==> config.mk <==
export PLATFORM = sky130hd
export DESIGN_NAME = slice_serial_adder_flat
export DESIGN_NICKNAME = d
export VERILOG_FILES = /design/src/rtl/slice_serial_adder_pkg.sv /design/src/rtl/slice_serial_adder_if.sv /design/src/rtl/slice_serial_adder_rca_4_bit.sv /design/src/rtl/slice_serial_adder.sv /design/src/flat_wrapper.sv
export SDC_FILE = /design/constraint.sdc
export NUM_CORES = 1
export LEC_CHECK = 0
export ABC_AREA = 1
export BUFFER_PORTS_ARGS = -buffer_cell sky130_fd_sc_hd__buf_4
export CAP_MARGIN = 20
export CORE_UTILIZATION = 40
export DETAILED_ROUTE_END_ITERATION = 8
export GPL_TIMING_DRIVEN = 0
export SLEW_MARGIN = 20
export SYNTH_ARGS = -nofsm -noshare
export SYNTH_HDL_FRONTEND = slang
export SYNTH_SLANG_ARGS = --single-unit
==> constraint.sdc <==
create_clock -name clk -period 3.3 [get_ports clk]
set_input_delay 0.165 -clock clk [delete_from_list [all_inputs] [get_ports clk]]
set_output_delay 0.165 -clock clk [all_outputs]
set_load 0.05 [all_outputs]
==> src/rtl/slice_serial_adder_pkg.sv <==
// Shared definitions for the slice-serial adder: slice width, FSM encoding and sizing helpers.
package slice_serial_adder_pkg;

  localparam int SLICE_W = 4;

  typedef enum logic [1:0] {
    ST_IDLE = 2'd0,
    ST_RUN  = 2'd1,
    ST_DONE = 2'd2
  } state_e;

  // Slice counter needs at least one bit even when there is only a single slice.
  function automatic int cnt_width(input int num_slices);
    return (num_slices > 1) ? $clog2(num_slices) : 1;
  endfunction

endpackage

==> src/rtl/slice_serial_adder_if.sv <==
// Operand/result bus of the slice-serial adder. Both sides use valid/ready: a transfer
// happens on a rising edge where valid and ready are both 1; valid, once raised, holds its payload until that edge.
interface slice_serial_adder_if #(
  parameter int WIDTH = 16
);
  logic             in_valid;
  logic             in_ready;
  logic [WIDTH-1:0] a;
  logic [WIDTH-1:0] b;
  logic             cin;
`ifdef SLICE_ADDER_SUB_EN
  logic             sub;
`endif
  logic             out_valid;
  logic             out_ready;
  logic [WIDTH-1:0] sum;
  logic             cout;
  logic             ovf;

  modport master (
    output in_valid, a, b, cin,
`ifdef SLICE_ADDER_SUB_EN
    output sub,
`endif
    output out_ready,
    input  in_ready, out_valid, sum, cout, ovf
  );

  modport slave (
    input  in_valid, a, b, cin,
`ifdef SLICE_ADDER_SUB_EN
    input  sub,
`endif
    input  out_ready,
    output in_ready, out_valid, sum, cout, ovf
  );

endinterface

==> src/rtl/slice_serial_adder_rca_4_bit.sv <==
// Four-bit ripple-carry adder used as the per-cycle slice datapath.
module rca_4_bit (
  input  logic [3:0] a_i,
  input  logic [3:0] b_i,
  input  logic       cin_i,
  output logic [3:0] sum_o,
  output logic       cout_o
);

  always_comb begin
    logic c;
    c     = cin_i;
    sum_o = '0;
    for (int i = 0; i < 4; i++) begin
      sum_o[i] = a_i[i] ^ b_i[i] ^ c;
      c        = (a_i[i] & b_i[i]) | (c & (a_i[i] ^ b_i[i]));
    end
    cout_o = c;
  end

endmodule

==> src/rtl/slice_serial_adder.sv <==
// Multi-cycle WIDTH-bit adder feeding one 4-bit slice per clock through rca_4_bit.
// Define SLICE_ADDER_SUB_EN to add a 'sub' input selecting a - b.
module slice_serial_adder
  import slice_serial_adder_pkg::*;
#(
  parameter int WIDTH = 16
) (
  input  logic                  clk,
  input  logic                  rst_n,
  slice_serial_adder_if.slave   bus_io,
  output state_e                state_o
);

  localparam int NS    = WIDTH / SLICE_W;
  localparam int CNT_W = cnt_width(NS);

  generate
    if ((WIDTH % SLICE_W) != 0 || WIDTH < SLICE_W) begin : g_bad_width
      $error("slice_serial_adder: WIDTH must be a positive multiple of 4");
    end
  endgenerate

  state_e             state_q, state_d;
  logic [CNT_W-1:0]   cnt_q;
  logic [WIDTH-1:0]   a_q, b_q, sum_q;
  logic               carry_q;
  logic               a_sign_q, b_sign_q;
  logic               ovf_q;

  logic [WIDTH-1:0]   b_eff_w;
  logic               carry_init_w;
  logic               accept_w;
  logic               last_slice_w;
  logic [SLICE_W-1:0] slice_sum_w;
  logic               slice_cout_w;
  logic [WIDTH-1:0]   sum_shift_w;

`ifdef SLICE_ADDER_SUB_EN
  // Subtraction is a + ~b + 1, so the incoming carry is forced high.
  assign b_eff_w      = bus_io.sub ? ~bus_io.b : bus_io.b;
  assign carry_init_w = bus_io.sub ? 1'b1 : bus_io.cin;
`else
  assign b_eff_w      = bus_io.b;
  assign carry_init_w = bus_io.cin;
`endif

  assign accept_w     = bus_io.in_valid && (state_q == ST_IDLE);
  assign last_slice_w = (cnt_q == CNT_W'(NS - 1));

  rca_4_bit u_rca (
    .a_i    (a_q[SLICE_W-1:0]),
    .b_i    (b_q[SLICE_W-1:0]),
    .cin_i  (carry_q),
    .sum_o  (slice_sum_w),
    .cout_o (slice_cout_w)
  );

  // Result slices enter at the top, so after NS shifts slice 0 sits at the bottom.
  always_comb begin
    sum_shift_w                    = sum_q >> SLICE_W;
    sum_shift_w[WIDTH-1 -: SLICE_W] = slice_sum_w;
  end

  always_ff @(posedge clk or negedge rst_n) begin
    if (!rst_n) begin
      state_q <= ST_IDLE;
    end else begin
      state_q <= state_d;
    end
  end

  always_comb begin
    state_d = state_q;
    case (state_q)
      ST_IDLE: if (bus_io.in_valid) state_d = ST_RUN;
      ST_RUN:  if (last_slice_w)    state_d = ST_DONE;
      ST_DONE: if (bus_io.out_ready) state_d = ST_IDLE;
      default: state_d = ST_IDLE;
    endcase
  end

  always_ff @(posedge clk or negedge rst_n) begin
    if (!rst_n) begin
      cnt_q    <= '0;
      a_q      <= '0;
      b_q      <= '0;
      sum_q    <= '0;
      carry_q  <= 1'b0;
      a_sign_q <= 1'b0;
      b_sign_q <= 1'b0;
      ovf_q    <= 1'b0;
    end else if (accept_w) begin
      cnt_q    <= '0;
      a_q      <= bus_io.a;
      b_q      <= b_eff_w;
      carry_q  <= carry_init_w;
      a_sign_q <= bus_io.a[WIDTH-1];
      b_sign_q <= b_eff_w[WIDTH-1];
    end else if (state_q == ST_RUN) begin
      cnt_q   <= cnt_q + CNT_W'(1);
      a_q     <= a_q >> SLICE_W;
      b_q     <= b_q >> SLICE_W;
      sum_q   <= sum_shift_w;
      carry_q <= slice_cout_w;
      // The MSB slice's top bit is the result sign.
      if (last_slice_w) begin
        ovf_q <= (a_sign_q == b_sign_q) && (slice_sum_w[SLICE_W-1] != a_sign_q);
      end
    end
  end

  always_comb begin
    bus_io.in_ready  = (state_q == ST_IDLE);
    bus_io.out_valid = (state_q == ST_DONE);
    bus_io.sum       = sum_q;
    bus_io.cout      = carry_q;
    bus_io.ovf       = ovf_q;
    state_o          = state_q;
  end

endmodule

==> src/flat_wrapper.sv <==
// flat-port wrapper written by rule: the top's interface ports become plain ports
module slice_serial_adder_flat import slice_serial_adder_pkg::*;
#(
  parameter int WIDTH = 16
)
  (clk, rst_n, state_o, bus_io_in_valid, bus_io_a, bus_io_b, bus_io_cin, bus_io_out_ready, bus_io_in_ready, bus_io_out_valid, bus_io_sum, bus_io_cout, bus_io_ovf);
  slice_serial_adder_if #(.WIDTH(WIDTH)) bus_io_i ();
  input  logic clk;
  input  logic rst_n;
  output state_e state_o;
  input wire logic [$bits(bus_io_i.in_valid)-1:0] bus_io_in_valid;
  input wire logic [$bits(bus_io_i.a)-1:0] bus_io_a;
  input wire logic [$bits(bus_io_i.b)-1:0] bus_io_b;
  input wire logic [$bits(bus_io_i.cin)-1:0] bus_io_cin;
  input wire logic [$bits(bus_io_i.out_ready)-1:0] bus_io_out_ready;
  output wire logic [$bits(bus_io_i.in_ready)-1:0] bus_io_in_ready;
  output wire logic [$bits(bus_io_i.out_valid)-1:0] bus_io_out_valid;
  output wire logic [$bits(bus_io_i.sum)-1:0] bus_io_sum;
  output wire logic [$bits(bus_io_i.cout)-1:0] bus_io_cout;
  output wire logic [$bits(bus_io_i.ovf)-1:0] bus_io_ovf;
  assign bus_io_i.in_valid = bus_io_in_valid;
  assign bus_io_i.a = bus_io_a;
  assign bus_io_i.b = bus_io_b;
  assign bus_io_i.cin = bus_io_cin;
  assign bus_io_i.out_ready = bus_io_out_ready;
  assign bus_io_in_ready = bus_io_i.in_ready;
  assign bus_io_out_valid = bus_io_i.out_valid;
  assign bus_io_sum = bus_io_i.sum;
  assign bus_io_cout = bus_io_i.cout;
  assign bus_io_ovf = bus_io_i.ovf;
  slice_serial_adder #(.WIDTH(WIDTH)) u_core (.clk(clk), .rst_n(rst_n), .bus_io(bus_io_i), .state_o(state_o));
endmodule
==> flow_metrics.tcl <==
set metrics [dict create \
    status "completed" \
    firstDrtPassIters 4 \
    min_path_type "input pin to register" \
    final_hold_viol_count 0 \
    seq_area_frac_synth_pct 52.4 \
    cts_hold_buf 1 \
    grt_usage_pct 19.0 \
    slew_headroom_pct 53.4 \
    ys.warnings.count 0 \
    grt_first_pass_wirelength_um 10700 \
    placedCellCount 465 \
    drc_errors 0 \
    wl_per_cell_um 12.6 \
    coreArea_um2 6390 \
    cts_resized 0 \
    start_util_pct 41.9 \
    viasPerCell 4.73 \
    arrival_ns 2.65 \
    fmax_mhz 416 \
    synth.net_count 373 \
    num_rows 29 \
    wl_um 5960 \
    p_leak_uw 0.00184 \
    yosysTopAreaCell "dfrtp_1" \
    ctsHtreeMaxLevel 2 \
    tightest_slew_ns 0.699 \
    via_count 2244 \
    grt_overflow 0 \
    final_nets 438 \
    layout_common_cells "nand2_1, buf_4, nand3_1" \
    required_ns 3.54 \
    dp_hpwl_um 4320 \
    syn_area_per_cell_um2 8.09 \
    finalMaxSlewViolations 0 \
    areaGrowthSynthToFinish_pct 24.5 \
    final_cells 474 \
    crit_fanout 3 \
    ys_types 17 \
    fin_setup_tns_ns 0 \
    io_buffer_count 57 \
    nFillCells 634 \
    powerDensity_nw_per_um2 1050 \
    first_global_vias 2273 \
    io_pins 59 \
    grt_start_max_net_pins 57 \
    synth_area_leaders "dfrtp_1, nand2_1, nand3_1" \
    synth_top_area_share_pct 52.4 \
    synth.cell_area_um2 2680 \
    clock_latency_ns 0.31 \
    antenna_left 0 \
    cts_sinks 56 \
    cts_tree "done" \
    postCtsSetupBuffers 0 \
    fin_crit_ns 2.40 \
    fp.dieH_um 83.8 \
    layout-drive-gt1-share_pct 21.4 \
    die_width_um 83.8 \
    drt_iter0_markers 120 \
    cts_made_buffers 5 \
    cts.path.max_buffers 2 \
    grt_antenna_before_repair 0 \
    setup_viol 0 \
    drv_cap 0 \
    vdd_drop_max_uv 662 \
    worstSetupPathType "register to register" \
    netlist_instances 331 \
    fin_crit_sh_pct 72.9 \
    final_common_cell "nand2_1" \
    routabilityCongestion 0.785 \
    rsz0062_at_grt "no" \
    ys_seq_elements 56 \
    antennaDiodeCount 0 \
    cts_root_buf "clkbuf_8" \
    endpoint_kind "register" \
    skew_ns 0.0117 \
    start_kind "register" \
    dieArea_um2 7020 \
    clk_pin_slew_ns 0.11 \
]
-- metrics by stage --
stage               area (um2)  hold WS, ns  util [%]  setup slack (ns)  power [uW]
CTS                       3330       0.0341      52.2             0.880        3530
floorplan                 2680       -0.131         -             0.822        2490
finish                    3330       0.0478      52.2             0.895        3490
global route              3330       0.0409      52.2             0.715        3800
global placement          3200        0.266      50.1             0.917        3020
detailed placement        3200        0.263      50.1             0.918        3050
-- state kept, by name, indices dropped and copies added, names as in the netlist --
| register | count |
|---|---|
| u_core.a_q | 16 |
| u_core.b_q | 16 |
| u_core.bus_io.sum | 16 |
| u_core.cnt_q | 2 |
| u_core.state_o | 2 |
| u_core.a_sign_q | 1 |
| u_core.b_sign_q | 1 |
| u_core.bus_io.cout | 1 |
| u_core.bus_io.ovf | 1 |
-- cells in the mapped netlist --
master,count
nor2_1,3
ha_1,1
nand2_1,134
buf_6,4
nor2_4,1
dfrtp_1,56
buf_2,11
clkbuf_1,3
o31ai_1,1
buf_4,2
inv_1,34
o21ai_0,17
nand3_1,57
o21ai_1,1
fa_1,4
o21ai_4,1
inv_2,1
-- final timing paths --
kind | start | endpoint | slack (ns) | cells past startpoint
hold reg to reg | u_core.a_q[12]$_DFFE_PN0P_ | u_core.a_q[12]$_DFFE_PN0P_ | 0.48 | 2
setup / recovery | u_core.bus_io.cout$_DFFE_PN0P_ | u_core.bus_io.ovf$_DFFE_PN0P_ | 0.90 | 12
min in group asynchronous | rst_n | u_core.bus_io.sum[1]$_DFFE_PN0P_ | 0.43 | 2
hold / removal | bus_io_out_ready | u_core.state_o[1]$_DFFE_PN0P_ | 0.05 | 2
setup reg to reg | u_core.bus_io.cout$_DFFE_PN0P_ | u_core.bus_io.ovf$_DFFE_PN0P_ | 0.90 | 12
max in group asynchronous | rst_n | u_core.bus_io.sum[15]$_DFFE_PN0P_ | 2.39 | 2
-- report_power, final --
group | switching [uW] | total, uW | internal, uW
sequential | 187 | 1180 | 995
combinational | 1220 | 1830 | 608
clock | 225 | 473 | 249
-- cell families (layout without fill, tap and decap cells) --
family	count (synthesis)	after routing	share of synthesized area [%]
buf+inv	55	121	9.63
compound gates	20	20	4.25
simple gates	195	195	30.3
flops	56	56	52.4
fa+ha+maj	5	5	3.46
-- routing by layer --
| metal | global-route usage, % | wire, um | vias up |
|---|---|---|---|
| li1 | - | - | 1159 |
| met1 | 27.4 | 2910 | 1025 |
| met2 | 29.9 | 2760 | 58 |
| met3 | 3.76 | 260 | 2 |
| met4 | 3.70 | 36 | 0 |
| met5 | 0 | 0 | - |
-- layout make-up --
cell class,instances,area (um2),share of cell area (%)
buffer,20,126,3.79
clock buffer,6,82.6,2.48
clock inverter,2,38.8,1.16
inverter,35,131,3.94
multi-input combinational,220,1020,30.5
sequential,56,1400,42.1
tap,77,96.3,2.89
timing repair buffer,58,438,13.1
-- critical path, cell delays in order (launching register included) --
cell and delay (ns):
dfrtp_1 0.43, fa_1 0.42, inv_1 0.07, fa_1 0.16, inv_1 0.05, fa_1 0.35, inv_1 0.08, fa_1 0.48
nor2_1 0.13, nand2_1 0.05, nand2_1 0.05, nand2_1 0.04, nand2_1 0.05
No activity file was read; power rests on OpenSTA's default activity.
